File: src/rtl/cdb_broadcaster_if.sv
// Handshake bundle between the three execution units and the CDB broadcaster.
// Producers drive valid/data/inst; the broadcaster drives ready, the cdb_* outputs and busy.
interface cdb_broadcaster_if #(
  parameter int DATA_W = 16
);
  logic              add_valid;
  logic              add_ready;
  logic [DATA_W-1:0] add_data;
  logic [DATA_W-1:0] add_inst;
  logic              mul_valid;
  logic              mul_ready;
  logic [DATA_W-1:0] mul_data;
  logic [DATA_W-1:0] mul_inst;
  logic              mem_valid;
  logic              mem_ready;
  logic [DATA_W-1:0] mem_data;
  logic [DATA_W-1:0] mem_inst;
  logic              cdb_done;
  logic [DATA_W-1:0] cdb_data;
  logic [DATA_W-1:0] cdb_inst;
  logic [2:0]        cdb_tag;
  logic              cdb_regwr;
  logic              cdb_is_store;
  logic [1:0]        cdb_src;
  logic              busy;

  modport master (
    output add_valid, add_data, add_inst,
    output mul_valid, mul_data, mul_inst,
    output mem_valid, mem_data, mem_inst,
    input  add_ready, mul_ready, mem_ready,
    input  cdb_done, cdb_data, cdb_inst, cdb_tag, cdb_regwr, cdb_is_store, cdb_src, busy
  );

  modport slave (
    input  add_valid, add_data, add_inst,
    input  mul_valid, mul_data, mul_inst,
    input  mem_valid, mem_data, mem_inst,
    output add_ready, mul_ready, mem_ready,
    output cdb_done, cdb_data, cdb_inst, cdb_tag, cdb_regwr, cdb_is_store, cdb_src, busy
  );
endinterface

File: src/rtl/cdb_broadcaster.sv
// Round-robin CDB broadcaster: one-entry slot per source, pulse on cdb_done one cycle after the grant edge.
// Backpressure: a source's ready is low while its slot is full; it returns the cycle after that slot is granted.
module cdb_broadcaster #(
  parameter int DATA_W = 16,
  parameter int GAP    = 1
) (
  input logic              clock,
  input logic              reset,
  cdb_broadcaster_if.slave bus
);
  localparam int GW = (GAP > 1) ? $clog2(GAP) : 1;

  typedef enum logic {IDLE, BCAST} stateT;

  stateT             state;
  stateT             stateNext;
  logic [GW-1:0]     gapCnt;
  logic [1:0]        rrPtr;
  logic [2:0]        slotFull;
  logic [DATA_W-1:0] slotData [3];
  logic [DATA_W-1:0] slotInst [3];
  logic [2:0]        inVld;
  logic [DATA_W-1:0] inData [3];
  logic [DATA_W-1:0] inInst [3];
  logic              pickVld;
  logic [1:0]        pickIdx;
  logic [1:0]        candIdx;
  logic              grant;
  logic [4:0]        grantDec;

  logic              cdbDone;
  logic [DATA_W-1:0] cdbData;
  logic [DATA_W-1:0] cdbInst;
  logic [2:0]        cdbTag;
  logic              cdbRegwr;
  logic              cdbIsStore;
  logic [1:0]        cdbSrc;

  // Returns {isStore, regwr, tag} for an instruction word.
  function automatic logic [4:0] decodeInst(input logic [DATA_W-1:0] inst);
    case (inst[3:0])
      4'b0000, 4'b0001, 4'b0100: decodeInst = {2'b01, inst[12:10]};
      4'b0010:                   decodeInst = {2'b01, inst[6:4]};
      4'b0011:                   decodeInst = 5'b10000;
      default:                   decodeInst = 5'b00000;
    endcase
  endfunction

  assign inVld     = {bus.mem_valid, bus.mul_valid, bus.add_valid};
  assign inData[0] = bus.add_data;
  assign inData[1] = bus.mul_data;
  assign inData[2] = bus.mem_data;
  assign inInst[0] = bus.add_inst;
  assign inInst[1] = bus.mul_inst;
  assign inInst[2] = bus.mem_inst;

  // Search starts one past the last winner so it ranks lowest this round.
  always_comb begin
    pickVld = 1'b0;
    pickIdx = 2'd0;
    candIdx = rrPtr;
    for (int k = 0; k < 3; k++) begin
      candIdx = (candIdx == 2'd2) ? 2'd0 : candIdx + 2'd1;
      if (!pickVld && slotFull[candIdx]) begin
        pickVld = 1'b1;
        pickIdx = candIdx;
      end
    end
  end

  always_comb begin
    stateNext = state;
    grant     = 1'b0;
    case (state)
      IDLE: begin
        if (pickVld && gapCnt == '0) begin
          grant     = 1'b1;
          stateNext = BCAST;
        end
      end
      BCAST:   stateNext = IDLE;
      default: stateNext = IDLE;
    endcase
  end

  assign grantDec = decodeInst(slotInst[pickIdx]);

  always_ff @(posedge clock) begin
    if (reset) state <= IDLE;
    else       state <= stateNext;
  end

  always_ff @(posedge clock) begin
    if (reset) begin
      slotFull   <= 3'b000;
      gapCnt     <= '0;
      rrPtr      <= 2'd2;
      cdbDone    <= 1'b0;
      cdbData    <= '0;
      cdbInst    <= '0;
      cdbTag     <= 3'd0;
      cdbRegwr   <= 1'b0;
      cdbIsStore <= 1'b0;
      cdbSrc     <= 2'd0;
    end else begin
      // Accepts only hit empty slots and grants only full ones, so they never collide.
      for (int s = 0; s < 3; s++) begin
        if (inVld[s] && !slotFull[s]) begin
          slotFull[s] <= 1'b1;
          slotData[s] <= inData[s];
          slotInst[s] <= inInst[s];
        end
      end
      if (grant) begin
        slotFull[pickIdx] <= 1'b0;
        rrPtr             <= pickIdx;
        cdbDone           <= 1'b1;
        cdbData           <= slotData[pickIdx];
        cdbInst           <= slotInst[pickIdx];
        cdbTag            <= grantDec[2:0];
        cdbRegwr          <= grantDec[3];
        cdbIsStore        <= grantDec[4];
        cdbSrc            <= pickIdx;
      end else if (state == BCAST) begin
        cdbDone <= 1'b0;
        gapCnt  <= GW'(GAP - 1);
      end else if (gapCnt != '0) begin
        gapCnt <= gapCnt - 1'b1;
      end
    end
  end

  assign bus.add_ready    = !slotFull[0];
  assign bus.mul_ready    = !slotFull[1];
  assign bus.mem_ready    = !slotFull[2];
  assign bus.cdb_done     = cdbDone;
  assign bus.cdb_data     = cdbData;
  assign bus.cdb_inst     = cdbInst;
  assign bus.cdb_tag      = cdbTag;
  assign bus.cdb_regwr    = cdbRegwr;
  assign bus.cdb_is_store = cdbIsStore;
  assign bus.cdb_src      = cdbSrc;
  assign bus.busy         = (|slotFull) || (state != IDLE);
endmodule

File: src/flat_wrapper.sv
// flat-port wrapper written by rule: the top's interface ports become plain ports
module cdb_broadcaster_flat 
#(
  parameter int DATA_W = 16,
  parameter int GAP    = 1
)
  (clock, reset, bus_add_valid, bus_add_data, bus_add_inst, bus_mul_valid, bus_mul_data, bus_mul_inst, bus_mem_valid, bus_mem_data, bus_mem_inst, bus_add_ready, bus_mul_ready, bus_mem_ready, bus_cdb_done, bus_cdb_data, bus_cdb_inst, bus_cdb_tag, bus_cdb_regwr, bus_cdb_is_store, bus_cdb_src, bus_busy);
  cdb_broadcaster_if #(.DATA_W(DATA_W)) bus_i ();
  input logic clock;
  input logic reset;
  input wire logic [$bits(bus_i.add_valid)-1:0] bus_add_valid;
  input wire logic [$bits(bus_i.add_data)-1:0] bus_add_data;
  input wire logic [$bits(bus_i.add_inst)-1:0] bus_add_inst;
  input wire logic [$bits(bus_i.mul_valid)-1:0] bus_mul_valid;
  input wire logic [$bits(bus_i.mul_data)-1:0] bus_mul_data;
  input wire logic [$bits(bus_i.mul_inst)-1:0] bus_mul_inst;
  input wire logic [$bits(bus_i.mem_valid)-1:0] bus_mem_valid;
  input wire logic [$bits(bus_i.mem_data)-1:0] bus_mem_data;
  input wire logic [$bits(bus_i.mem_inst)-1:0] bus_mem_inst;
  output wire logic [$bits(bus_i.add_ready)-1:0] bus_add_ready;
  output wire logic [$bits(bus_i.mul_ready)-1:0] bus_mul_ready;
  output wire logic [$bits(bus_i.mem_ready)-1:0] bus_mem_ready;
  output wire logic [$bits(bus_i.cdb_done)-1:0] bus_cdb_done;
  output wire logic [$bits(bus_i.cdb_data)-1:0] bus_cdb_data;
  output wire logic [$bits(bus_i.cdb_inst)-1:0] bus_cdb_inst;
  output wire logic [$bits(bus_i.cdb_tag)-1:0] bus_cdb_tag;
  output wire logic [$bits(bus_i.cdb_regwr)-1:0] bus_cdb_regwr;
  output wire logic [$bits(bus_i.cdb_is_store)-1:0] bus_cdb_is_store;
  output wire logic [$bits(bus_i.cdb_src)-1:0] bus_cdb_src;
  output wire logic [$bits(bus_i.busy)-1:0] bus_busy;
  assign bus_i.add_valid = bus_add_valid;
  assign bus_i.add_data = bus_add_data;
  assign bus_i.add_inst = bus_add_inst;
  assign bus_i.mul_valid = bus_mul_valid;
  assign bus_i.mul_data = bus_mul_data;
  assign bus_i.mul_inst = bus_mul_inst;
  assign bus_i.mem_valid = bus_mem_valid;
  assign bus_i.mem_data = bus_mem_data;
  assign bus_i.mem_inst = bus_mem_inst;
  assign bus_add_ready = bus_i.add_ready;
  assign bus_mul_ready = bus_i.mul_ready;
  assign bus_mem_ready = bus_i.mem_ready;
  assign bus_cdb_done = bus_i.cdb_done;
  assign bus_cdb_data = bus_i.cdb_data;
  assign bus_cdb_inst = bus_i.cdb_inst;
  assign bus_cdb_tag = bus_i.cdb_tag;
  assign bus_cdb_regwr = bus_i.cdb_regwr;
  assign bus_cdb_is_store = bus_i.cdb_is_store;
  assign bus_cdb_src = bus_i.cdb_src;
  assign bus_busy = bus_i.busy;
  cdb_broadcaster #(.DATA_W(DATA_W), .GAP(GAP)) u_core (.clock(clock), .reset(reset), .bus(bus_i));
endmodule
File: config.mk
export PLATFORM = sky130hd
export DESIGN_NAME = cdb_broadcaster_flat
export DESIGN_NICKNAME = d
export VERILOG_FILES = /design/src/rtl/cdb_broadcaster_if.sv /design/src/rtl/cdb_broadcaster.sv /design/src/flat_wrapper.sv
export SDC_FILE = /design/constraint.sdc
export NUM_CORES = 1
export LEC_CHECK = 0
export CORE_ASPECT_RATIO = 1.4
export CORE_UTILIZATION = 51
export CTS_CLUSTER_SIZE = 30
export DETAILED_ROUTE_END_ITERATION = 8
export GPL_TIMING_DRIVEN = 0
export PLACE_DENSITY_LB_ADDON = 0.3
export RECOVER_POWER = 25
export SETUP_SLACK_MARGIN = 0.2
export SLEW_MARGIN = 20
export SYNTH_ARGS = -nofsm -noshare
export SYNTH_HDL_FRONTEND = slang
export SYNTH_SLANG_ARGS = --single-unit
File: constraint.sdc
create_clock -name clock -period 5.2 [get_ports clock]
set_clock_uncertainty 0.05 [all_clocks]
set_input_delay 0.52 -clock clock [delete_from_list [all_inputs] [get_ports clock]]
set_output_delay 0.52 -clock clock [all_outputs]
set_load 0.005 [all_outputs]
==> reports/results.ini, run 1 <==
[setup_path]
crit_fanout=10
path_buf_inv=3
critPathSlowestCell=a222oi_1
path_common_cell=buf_6
crit_path_start_kind=register
path_cells=buf_4 -> and3b_1 -> buf_6 -> or2_1 -> buf_6 -> a222oi_1 -> nand3b_1 -> o221a_1 -> a211oi_1
max_stage_delay_ps=820
critPathKind=register to register
cp.required_ps=5470
end_kind=register
cp.arrival_ps=3200
critPathTopFamily=compound AO/OA/AOI/OAI gates

[logic_synthesis]
synth_nets=436
ys_seq_elements=141
synth_area_per_cell_sq_um=14.89
synth_top_area_share_pct=57.80
yosysWarnings=0
synth_area_leader_cell=edfxtp_1
yosysSeqAreaShare_pct=75.87
synth_area_sq_um=4987
ys_types=31
syn_inst=335
synthTopCellsByArea=edfxtp_1 58%, dfxtp_1 18%, a222oi_1 4.8%

[global_routing]
grt_pass1_wl_mm=19.80
grt_max_degree=17
grt_use_total_pct=26.49
grt_pass1_vias=3908
antenna_found_initial=2
grt_overflow=0

[drt]
dr_total_vias=3659
dr.pass1.iters=5
drt-wirelength-per-cell_um=19.91
routed_wl_mm=12.61
drc=0
drt_iter0_markers=295
viasPerCell=5.780
ant_nets=0

[flow_run]
max-cap-violations=0

[clock_tree]
root_buffer=clkbuf_16
clk-insertion-delay-late_ps=410
cts_made_buffers=17
cts_tree=yes
post_cts_resized=0
hold_buffers=0
clock_tree.buffer_depth=2
post_cts.repair.setup_buffers=0
clkSinkCount=141
cts.clk_slew.worst_paths_ps=60
cts_max_level=4

[layout]
final_layout_size_suffix_gt1_share_pct=9.789
nNetsFinal=609
area_growth_pct=46.59
stdcell_count=633

[place]
port_buffers=143
place_inst=599
preCtsSetupSlack_ps=2315
hpwl_mm=8.889
gp_congestion=0.7946

[timing]
setup_ws_ps=2273
slew_violations=0
setup_tns_ps=0
finalHoldViolCount=0
layout_min_cycle_time_ps=2927
fmax_mhz=341.7
rsz0062_at_grt=no
relSlewSlack_pct=33.81
setup_viol=0
tightest_slew_ps=992.9
fin_crit_sh_pct=56.28

[floorplan]
die_y_um=119.0
dieArea_sq_um=10180
rows=42
fp.dieW_um=85.58
core_region_area_sq_um=9459
initial_utilization_pct=52.72
pin_count=145

[power]
ir_worst_vdd_mv=0.2703
power_uw=3221
p_clk_share_pct=40.5
p_int_uw=2434
p_leak_uw=0.002586
pwr_density_cell_nw_per_um2=440.6
p_sw_share_pct=24.45
power_frac_comb_pct=17.5
p_switching_uw=787.5
seq_power_share_pct=42.1

[min_path]
hold_class=register to register

[outcome]
status=finished clean

==> metal layers <==
metal | wire length [um] | part of all wire [%] | track usage (%)
met4 | 383 | 3.0 | 12.29
met3 | 692 | 5.5 | 5.891
met2 | 6978 | 55 | 47.75
met1 | 4553 | 36 | 29.26
met5 | 0 | 0 | 0
==> state kept, by name (all words and copies together), names as in the netlist <==
| signal | flops |
|---|---|
| u_core.state | 1 |
| u_core.bus.cdb_tag | 3 |
| u_core.bus.cdb_inst | 16 |
| u_core.slotData | 48 |
| u_core.bus.cdb_done | 1 |
| u_core.slotInst | 48 |
| u_core.bus.cdb_src | 2 |
| u_core.rrPtr | 1 |
| u_core.bus.cdb_data | 16 |
| u_core.bus.cdb_regwr | 1 |
| u_core.slotFull | 3 |
| u_core.bus.cdb_is_store | 1 |
==> final timing paths <==
kind / startpoint / depth (start not counted) / to / slack, ps
max: u_core.slotFull[2]$_SDFF_PP0_ / 9 / u_core.bus.cdb_tag[0]$_SDFFE_PP0P_ / 2270
min: u_core.bus.cdb_done$_SDFFE_PP0P_ / 2 / u_core.bus.cdb_done$_SDFFE_PP0P_ / 410
max reg2reg: u_core.slotFull[2]$_SDFF_PP0_ / 9 / u_core.bus.cdb_tag[0]$_SDFFE_PP0P_ / 2270
min reg2reg: u_core.bus.cdb_done$_SDFFE_PP0P_ / 2 / u_core.bus.cdb_done$_SDFFE_PP0P_ / 410
==> synth_stat cells, drive strengths merged <==
library cell  number
o211ai             1
o2bb2ai            1
a32oi              1
nor3b              4
a22oi              1
nor3               4
nand2              5
buf                5
o21bai             7
nand3b             1
a211oi            30
clkbuf            19
a222oi            24
nand2b             3
a211o              1
nor2              51
a21oi             11
a22o               2
and3b              1
o221a              3
a21o               3
dfxtp             45
o221ai             7
or2                2
nor2b              2
inv                4
edfxtp            96
o21ai              1
==> power by group through the flow <==
stage	clock network [uW]	logic [uW]	registers [uW]
final	1300	562	1360
after global routing	1370	607	1360
after CTS	1320	573	1350
after detailed placement	0	562	1380
after global placement	0	536	1380
after floorplan	0	263	1370
==> worst reg2reg max path, delay by kind of cell (launching register included) <==
family / cells / cell delay [ps]
compound gates: 3 / 1360
simple gates: 3 / 700
buf+inv: 3 / 430
flops: 1 / 310
==> through the flow <==
step	area, sq um	hold slack, ps	utilization, %
3_3_place_gp	6556	386.6	69.31
6_report	7311	412.2	77.29
5_1_grt	7311	435.7	77.29
4_1_cts	7306	415.5	77.24
2_1_floorplan	4987	372.1	-
3_5_place_dp	6661	403.5	70.42
==> cells in the final DEF (no fill, tap or decap), types with 7 or more instances in the layout <==
| cell type | count |
|---|---|
| nor2_1 | 51 |
| dlygate4sd3_1 | 70 |
| o221ai_1 | 7 |
| o21bai_1 | 7 |
| dfxtp_1 | 45 |
| clkbuf_1 | 19 |
| edfxtp_1 | 96 |
| a222oi_1 | 24 |
| a21oi_1 | 11 |
| buf_4 | 11 |
| clkbuf_16 | 17 |
| a211oi_1 | 30 |
| clkdlybuf4s50_1 | 73 |
==> layout make-up <==
type	instances	area, sq um
clock inverter	15	219.0
inverter	4	15.01
buffer	24	113.9
fill	585	2148
timing repair buffer	154	1521
sequential	141	3784
clock buffer	17	425.4
tap	110	137.6
multi-input combinational	166	1090
antenna	2	5.005
==> cell families (layout without fill, tap and decap cells) <==
group	after synthesis	after routing	share of synthesized area, %
simple gates	73	73	6.423
flops	141	141	75.87
other cells	0	2	0
buf+inv	28	214	2.584
compound gates	93	93	15.13
(Power assumes the default switching activity.)
==> run 2: changes to the inputs <==
--- a/config.mk
+++ b/config.mk
@@ -6,7 +6,7 @@
 export NUM_CORES = 1
 export LEC_CHECK = 0
 export CORE_ASPECT_RATIO = 1.4
-export CORE_UTILIZATION = 51
+export CORE_UTILIZATION = 47
 export CTS_CLUSTER_SIZE = 30
 export DETAILED_ROUTE_END_ITERATION = 8
 export GPL_TIMING_DRIVEN = 0
==> constraint.sdc (replaced) <==
create_clock -name clock -period 3 [get_ports clock]
set_clock_uncertainty 0.05 [all_clocks]
set_input_delay 0.3 -clock clock [delete_from_list [all_inputs] [get_ports clock]]
set_output_delay 0.3 -clock clock [all_outputs]
set_load 0.005 [all_outputs]
==> run 2 against run 1 <==
Cell area rose by 0.26%. Sequential power rose by 73%. Global-route usage fell by 2.1 points. Final cell count rose by 4.9%. First-iteration DRC count fell by 16%. Wire length rose by 0.22%. Critical path depth rose by 1. Largest cell class unchanged. Highest routed layer unchanged.
==> reports/results.ini, run 2 (synthesis gave the netlist of run 1 again) <==
[global_routing]
grt_use_total_pct=24.38  ; -2.1 points
grt_pass1_wl_mm=19.05  ; -3.8%
grt_max_degree=17  ; unchanged
grt_overflow=0  ; unchanged
grt_pass1_vias=3782  ; -3.2%
antenna_found_initial=2  ; unchanged

[floorplan]
dieArea_sq_um=11030  ; +8.3%
die_y_um=123.9  ; +4.1%
rows=44  ; +4.8%
core_region_area_sq_um=10350  ; +9.4%
pin_count=145  ; unchanged
initial_utilization_pct=48.19  ; -4.5 points
fp.dieW_um=89.06  ; +4.1%

[place]
gp_congestion=0.8576  ; +7.9%
port_buffers=143  ; unchanged
preCtsSetupSlack_ps=164.0  ; -2151 ps
hpwl_mm=8.997  ; +1.2%

[drt]
dr.pass1.iters=6  ; +1
ant_nets=0  ; unchanged
dr_total_vias=3681  ; +0.60%
drt-wirelength-per-cell_um=19.03  ; -4.5%
routed_wl_mm=12.63  ; +0.22%
drc=0  ; unchanged
viasPerCell=5.544  ; -4.1%
drt_iter0_markers=248  ; -16%

[clock_tree]
cts_made_buffers=17  ; unchanged
hold_buffers=0  ; unchanged
clock_tree.buffer_depth=2  ; unchanged
clkSinkCount=141  ; unchanged
cts_max_level=4  ; unchanged
clk-insertion-delay-late_ps=410  ; about the same
cts_tree=yes
root_buffer=clkbuf_16
cts.clk_slew.worst_paths_ps=60  ; about the same

[timing]
fmax_mhz=392.7  ; +15%
layout_min_cycle_time_ps=2546  ; -380.4 ps
relSlewSlack_pct=46.74  ; +13 points
setup_viol=0  ; unchanged
slew_violations=0  ; unchanged
setup_ws_ps=453.7  ; -1820 ps
finalHoldViolCount=0  ; unchanged
tightest_slew_ps=795.4  ; -197.5 ps
rsz0062_at_grt=no
fin_crit_sh_pct=84.88  ; +29 points
setup_tns_ps=0  ; unchanged

[min_path]
hold_class=input port to register
holdPathEnd=u_core.bus.cdb_data[8]$_SDFFE_PP0P_
hp-start=reset
hold_depth=2  ; unchanged

[power]
pwr_density_cell_nw_per_um2=734.7  ; +67%
p_switching_uw=1393  ; +77%
seq_power_share_pct=43.6  ; +1.5 points
power_frac_comb_pct=18.3  ; +0.8 points
p_clk_share_pct=38.1  ; -2.4 points
p_sw_share_pct=25.86  ; +1.4 points
ir_worst_vdd_mv=0.4666  ; +73%
p_leak_uw=0.002574  ; -0.46%
p_int_uw=3992  ; +64%

[setup_path]
reg2regPathDepth=10  ; +1
crit_fanout=10  ; unchanged
reg2reg_from=u_core.slotFull[2]$_SDFF_PP0_
cp.arrival_ps=2820  ; -380 ps
reg2reg_slack_ps=450  ; -1820 ps
worstReg2RegEnd=u_core.bus.cdb_tag[0]$_SDFFE_PP0P_
critPathKind=register to register
end_kind=register
cp.required_ps=3280  ; -2190 ps
crit_path_start_kind=register

[layout]
area_growth_pct=46.96
layout_common_cells=96 x edfxtp_1, 73 x clkdlybuf4s50_1, 70 x dlygate4sd3_1
final_layout_size_suffix_gt1_share_pct=10.69  ; +0.90 points
fillers=727  ; +24%
nNetsFinal=612  ; +0.49%
layout_commonest_cell=edfxtp_1
reg.largest.list=u_core.slotData (48), u_core.slotInst (48)

[outcome]
status=finished clean

[flow_run]
max-cap-violations=0  ; unchanged

==> run 2: worst max-delay path by stage <==
stage | startpoint | end | cells past startpoint
3_3_place_gp | bus_mem_valid | u_core.slotData[2][12]$_DFFE_PP_ | 2
6_report | u_core.slotFull[2]$_SDFF_PP0_ | u_core.bus.cdb_tag[0]$_SDFFE_PP0P_ | 10
5_1_grt | u_core.slotFull[2]$_SDFF_PP0_ | u_core.bus.cdb_tag[0]$_SDFFE_PP0P_ | 10
3_5_place_dp | u_core.slotFull[1]$_SDFF_PP0_ | u_core.bus.cdb_tag[0]$_SDFFE_PP0P_ | 8
2_1_floorplan | reset | u_core.slotData[0][0]$_DFFE_PP_ | 2
4_1_cts | u_core.slotFull[1]$_SDFF_PP0_ | u_core.bus.cdb_tag[0]$_SDFFE_PP0P_ | 10
==> run 2: final cells by class <==
class / count / area, sq um / area share (%)
antenna: 2 / 5.005 / 0.06828
buffer: 24 / 113.9 / 1.553
clock buffer: 17 / 425.4 / 5.804
clock inverter: 15 / 162.7 / 2.219
inverter: 4 / 15.01 / 0.2048
multi-input combinational: 166 / 1096 / 14.95
sequential: 141 / 3784 / 51.62
tap: 138 / 172.7 / 2.356
timing repair buffer: 157 / 1555 / 21.22
==> run 2: layer usage <==
metal	share of wire [%]	track usage, %	up-vias	routed length [um]
met5	0	0	-	0
met4	3.5	13.59	0	445
met3	5.8	6.362	32	737
met2	55	43.56	187	6989
met1	35	25.74	1776	4461
li1	-	-	1686	-
==> run 2: through the flow <==
| step | std cells | total power (uW) | util (%) | cell area (sq um) | hold WS [ps] |
|---|---|---|---|---|---|
| after CTS | 662 | 5431 | 70.71 | 7318 | 322.8 |
| final | 664 | 5385 | 70.82 | 7330 | 323.9 |
| after global placement | 616 | 3323 | 63.68 | 6591 | 386.0 |
| after floorplan | 335 | 2836 | - | 4987 | 348.9 |
| after global routing | 664 | 5613 | 70.82 | 7330 | 356.2 |
| after detailed placement | 627 | 3368 | 64.81 | 6708 | 398.5 |
==> run 2: power by group through the flow <==
stage          logic (uW)  clock network (uW)  registers (uW)
2_1_floorplan         455                   0            2380
4_1_cts              1010                2080            2350
3_3_place_gp          938                   0            2380
3_5_place_dp          984                   0            2380
6_report              986                2050            2350
5_1_grt              1080                2170            2360
==> run 2: critical path: stages, from the launching register on <==
cell	delay [ps]
dfxtp_1	310
buf_4	170
and3b_1	200
buf_6	130
or2_1	230
buf_6	140
a222oi_1	330
buf_4	220
nand3b_1	140
o221a_1	320
a211oi_1	210
==> run 2: timing repair <==
item                                    in CTS  in global routing
gates resized for setup                      0                  1
pin swaps                                    2                  0
endpoints found under the setup margin       3                  2
buffers inserted                             3                  0
==> run 3: changes to the inputs <==
--- a/config.mk
+++ b/config.mk
@@ -6,7 +6,7 @@
 export NUM_CORES = 1
 export LEC_CHECK = 0
 export CORE_ASPECT_RATIO = 1.4
-export CORE_UTILIZATION = 47
+export CORE_UTILIZATION = 42
 export CTS_CLUSTER_SIZE = 30
 export DETAILED_ROUTE_END_ITERATION = 8
 export GPL_TIMING_DRIVEN = 0
==> constraint.sdc (replaced) <==
create_clock -name clock -period 2.05 [get_ports clock]
set_clock_uncertainty 0.05 [all_clocks]
set_input_delay 0.205 -clock clock [delete_from_list [all_inputs] [get_ports clock]]
set_output_delay 0.205 -clock clock [all_outputs]
set_load 0.005 [all_outputs]
==> run 3 against run 2 <==
The flow now finishes with violations (negative setup slack). First-iteration DRC count increased by 2.8%. Cell area is 4.7% higher. Wire length rose by 2.4%. Critical path depth did not move. Global-route usage decreased by 2.6 points. Total power rose by 51%. Critical endpoint is now u_core.bus.cdb_tag[1]$_SDFFE_PP0P_. Final cell count up 3.0%. Fmax rose by 9.6%. Via count down 1.6%. Core utilization down 3.8 points. Largest power group unchanged.
==> reports/results.ini, run 3 (synthesis gave the netlist of run 1 again) <==
[drt]
ant_nets=0  ; unchanged
dr.pass1.iters=7  ; +1
viasPerCell=5.295  ; -4.5%
dr_total_vias=3622  ; -1.6%
drc=0  ; unchanged
drt_iter0_markers=255  ; +2.8%
drt-wirelength-per-cell_um=18.91  ; -0.60%
routed_wl_mm=12.94  ; +2.4%

[timing]
layout_min_cycle_time_ps=2324  ; -222.5 ps
relSlewSlack_pct=53.77  ; +7.0 points
setup_viol=21  ; +21
fmax_mhz=430.3  ; +9.6%
finalHoldViolCount=0  ; unchanged
whs_ps=220.1  ; -103.8 ps
rsz0062_at_grt=yes
setup_ws_ps=-273.8  ; -727.5 ps
fin_crit_sh_pct=113.4  ; +28 points
slew_violations=0  ; unchanged
tightest_slew_ps=693.4  ; -102.0 ps
setup_tns_ps=-2715  ; -2715 ps

[layout]
regArea_sq_um=3786  ; about the same
reg.largest.list=u_core.slotData (48), u_core.slotInst (48)
final_cell_area_sq_um=7675  ; +4.7%
nNetsFinal=625  ; +2.1%
layout_common_cells=96 x edfxtp_1, 79 x clkdlybuf4s50_1, 63 x dlygate4sd3_1
multi_input_comb_area_sq_um=1205  ; +9.9%
layout_commonest_cell=edfxtp_1
fillers=812  ; +12%
final_util_pct=67.01  ; -3.8 points
area_growth_pct=53.89
final_layout_size_suffix_gt1_share_pct=17.32  ; +6.6 points

[global_routing]
grt_overflow=0  ; unchanged
use_met2_pct=40.45  ; -3.1 points
grt_most_used_layer=met2
grt_use_met3_pct=5.150  ; -1.2 points
grt_max_degree=17  ; unchanged
antenna_found_initial=3  ; +1
grt_use_total_pct=21.77  ; -2.6 points
met1_usage_pct=22.34  ; -3.4 points
grt_pass1_wl_mm=19.29  ; +1.3%
grt_pass1_vias=3817  ; +0.93%

[clock_tree]
clk-insertion-delay-late_ps=420  ; about the same
clkSinkCount=141  ; unchanged
cts_tree=yes
clock_tree.buffer_depth=2  ; unchanged
cts_made_buffers=17  ; unchanged
cts.clk_slew.worst_paths_ps=60  ; about the same
root_buffer=clkbuf_16
cts_max_level=4  ; unchanged

[place]
dpl_cell_area_sq_um=6716  ; +0.13%
gp_congestion=0.7830  ; -8.7%
port_buffers=143  ; unchanged
hpwl_mm=8.861  ; -1.5%

[setup_path]
crit_path_start_kind=register
end_kind=register
crit_fanout=5  ; -5
worstReg2RegEnd=u_core.bus.cdb_tag[1]$_SDFFE_PP0P_
cp.required_ps=2320  ; -960 ps
reg2regPathDepth=10  ; unchanged
cp.arrival_ps=2600  ; -220 ps
reg2reg_from=u_core.slotFull[2]$_SDFF_PP0_
critPathKind=register to register
reg2reg_slack_ps=-270  ; -730 ps

[outcome]
status=finished with violations
violations=negative setup slack

[min_path]
hold_class=input port to register
holdPathEnd=u_core.bus.cdb_data[3]$_SDFFE_PP0P_
hp-start=reset
hold_depth=2  ; unchanged

[floorplan]
pin_count=145  ; unchanged
initial_utilization_pct=43.54  ; -4.6 points
core_region_area_sq_um=11450  ; +11%
fp.dieW_um=94.10  ; +5.7%
die_y_um=130.9  ; +5.7%
dieArea_sq_um=12320  ; +12%
rows=46  ; +4.5%

[power]
ir_worst_vdd_mv=0.6055  ; +30%
p_leak_uw=0.002715  ; +5.5%
pwr_density_cell_nw_per_um2=1063  ; +45%

[flow_run]
max-cap-violations=0  ; unchanged

[run 3: cell count changes in the layout (fill, tap and decap cells not counted), sizes merged]
cell,delta
buf,+14
clkbuf,-1
clkdlybuf4s50,+6
clkinv,-1
clkinvlp,+2
diode,+1
dlygate4sd2,+1
dlygate4sd3,-7
inv,-1
[run 3: worst max-delay path, cell delays in order (launching register included)]
cell,delay [ps]
dfxtp_2,320
buf_6,120
and3b_1,190
buf_6,110
or2_1,210
buf_6,130
a222oi_1,290
buf_4,200
nand3b_1,130
o221a_1,310
a211oi_2,180
[run 3: timing repair]
action,in CTS,in global routing
setup endpoints to repair,53,43
hold buffers,0,0
gates resized for setup,32,11
endpoints found under the hold margin,0,0
buffers inserted,13,7
pin swaps,18,12
gates cloned,1,1
[run 3: where the power goes]
| part | switching, uW | total, uW | leakage [uW] | internal [uW] |
|---|---|---|---|---|
| sequential | 133 | 3440 | 0.00126 | 3310 |
| clock | 1220 | 3020 | 0.000272 | 1800 |
| combinational | 782 | 1690 | 0.00118 | 909 |
[run 3: worst max-delay path by stage]
stage	startpoint	endpoint	slack (ps)	cells past startpoint
floorplan	u_core.slotFull[2]$_SDFF_PP0_	u_core.bus.cdb_tag[1]$_SDFFE_PP0P_	-370	9
finish	u_core.slotFull[2]$_SDFF_PP0_	u_core.bus.cdb_tag[1]$_SDFFE_PP0P_	-270	10
global route	u_core.slotFull[2]$_SDFF_PP0_	u_core.bus.cdb_tag[1]$_SDFFE_PP0P_	-390	10
CTS	u_core.slotFull[2]$_SDFF_PP0_	u_core.bus.cdb_tag[2]$_SDFFE_PP0P_	-210	11
detailed placement	u_core.slotFull[1]$_SDFF_PP0_	u_core.bus.cdb_tag[2]$_SDFFE_PP0P_	-910	8
global placement	bus_mem_valid	u_core.slotData[2][5]$_DFFE_PP_	-1290	2
[run 3: area by class of cell]
| class | instances | area share (%) |
|---|---|---|
| Antenna cell | 3 | 0.09782 |
| Clock buffer | 17 | 5.543 |
| Buffer | 23 | 2.185 |
| Timing Repair Buffer | 171 | 22.46 |
| Tap cell | 144 | 2.348 |
| Multi-Input combinational cell | 166 | 15.70 |
| Sequential cell | 141 | 49.33 |
| Clock inverter | 15 | 2.136 |
| Inverter | 4 | 0.1956 |
[run 3: per-layer routing]
layer,vias to the layer above,wire length [um]
met4,0,351
met5,-,0
met2,141,7271
met1,1741,4629
met3,24,684
li1,1716,-
[run 3: stage by stage]
stage / instances / power, uW / setup slack, ps
CTS: 673 / 8114 / -213.9
floorplan: 335 / 4156 / -367.7
global route: 684 / 8477 / -386.4
detailed placement: 628 / 4923 / -912.0
finish: 684 / 8156 / -273.8
global placement: 622 / 4867 / -1285
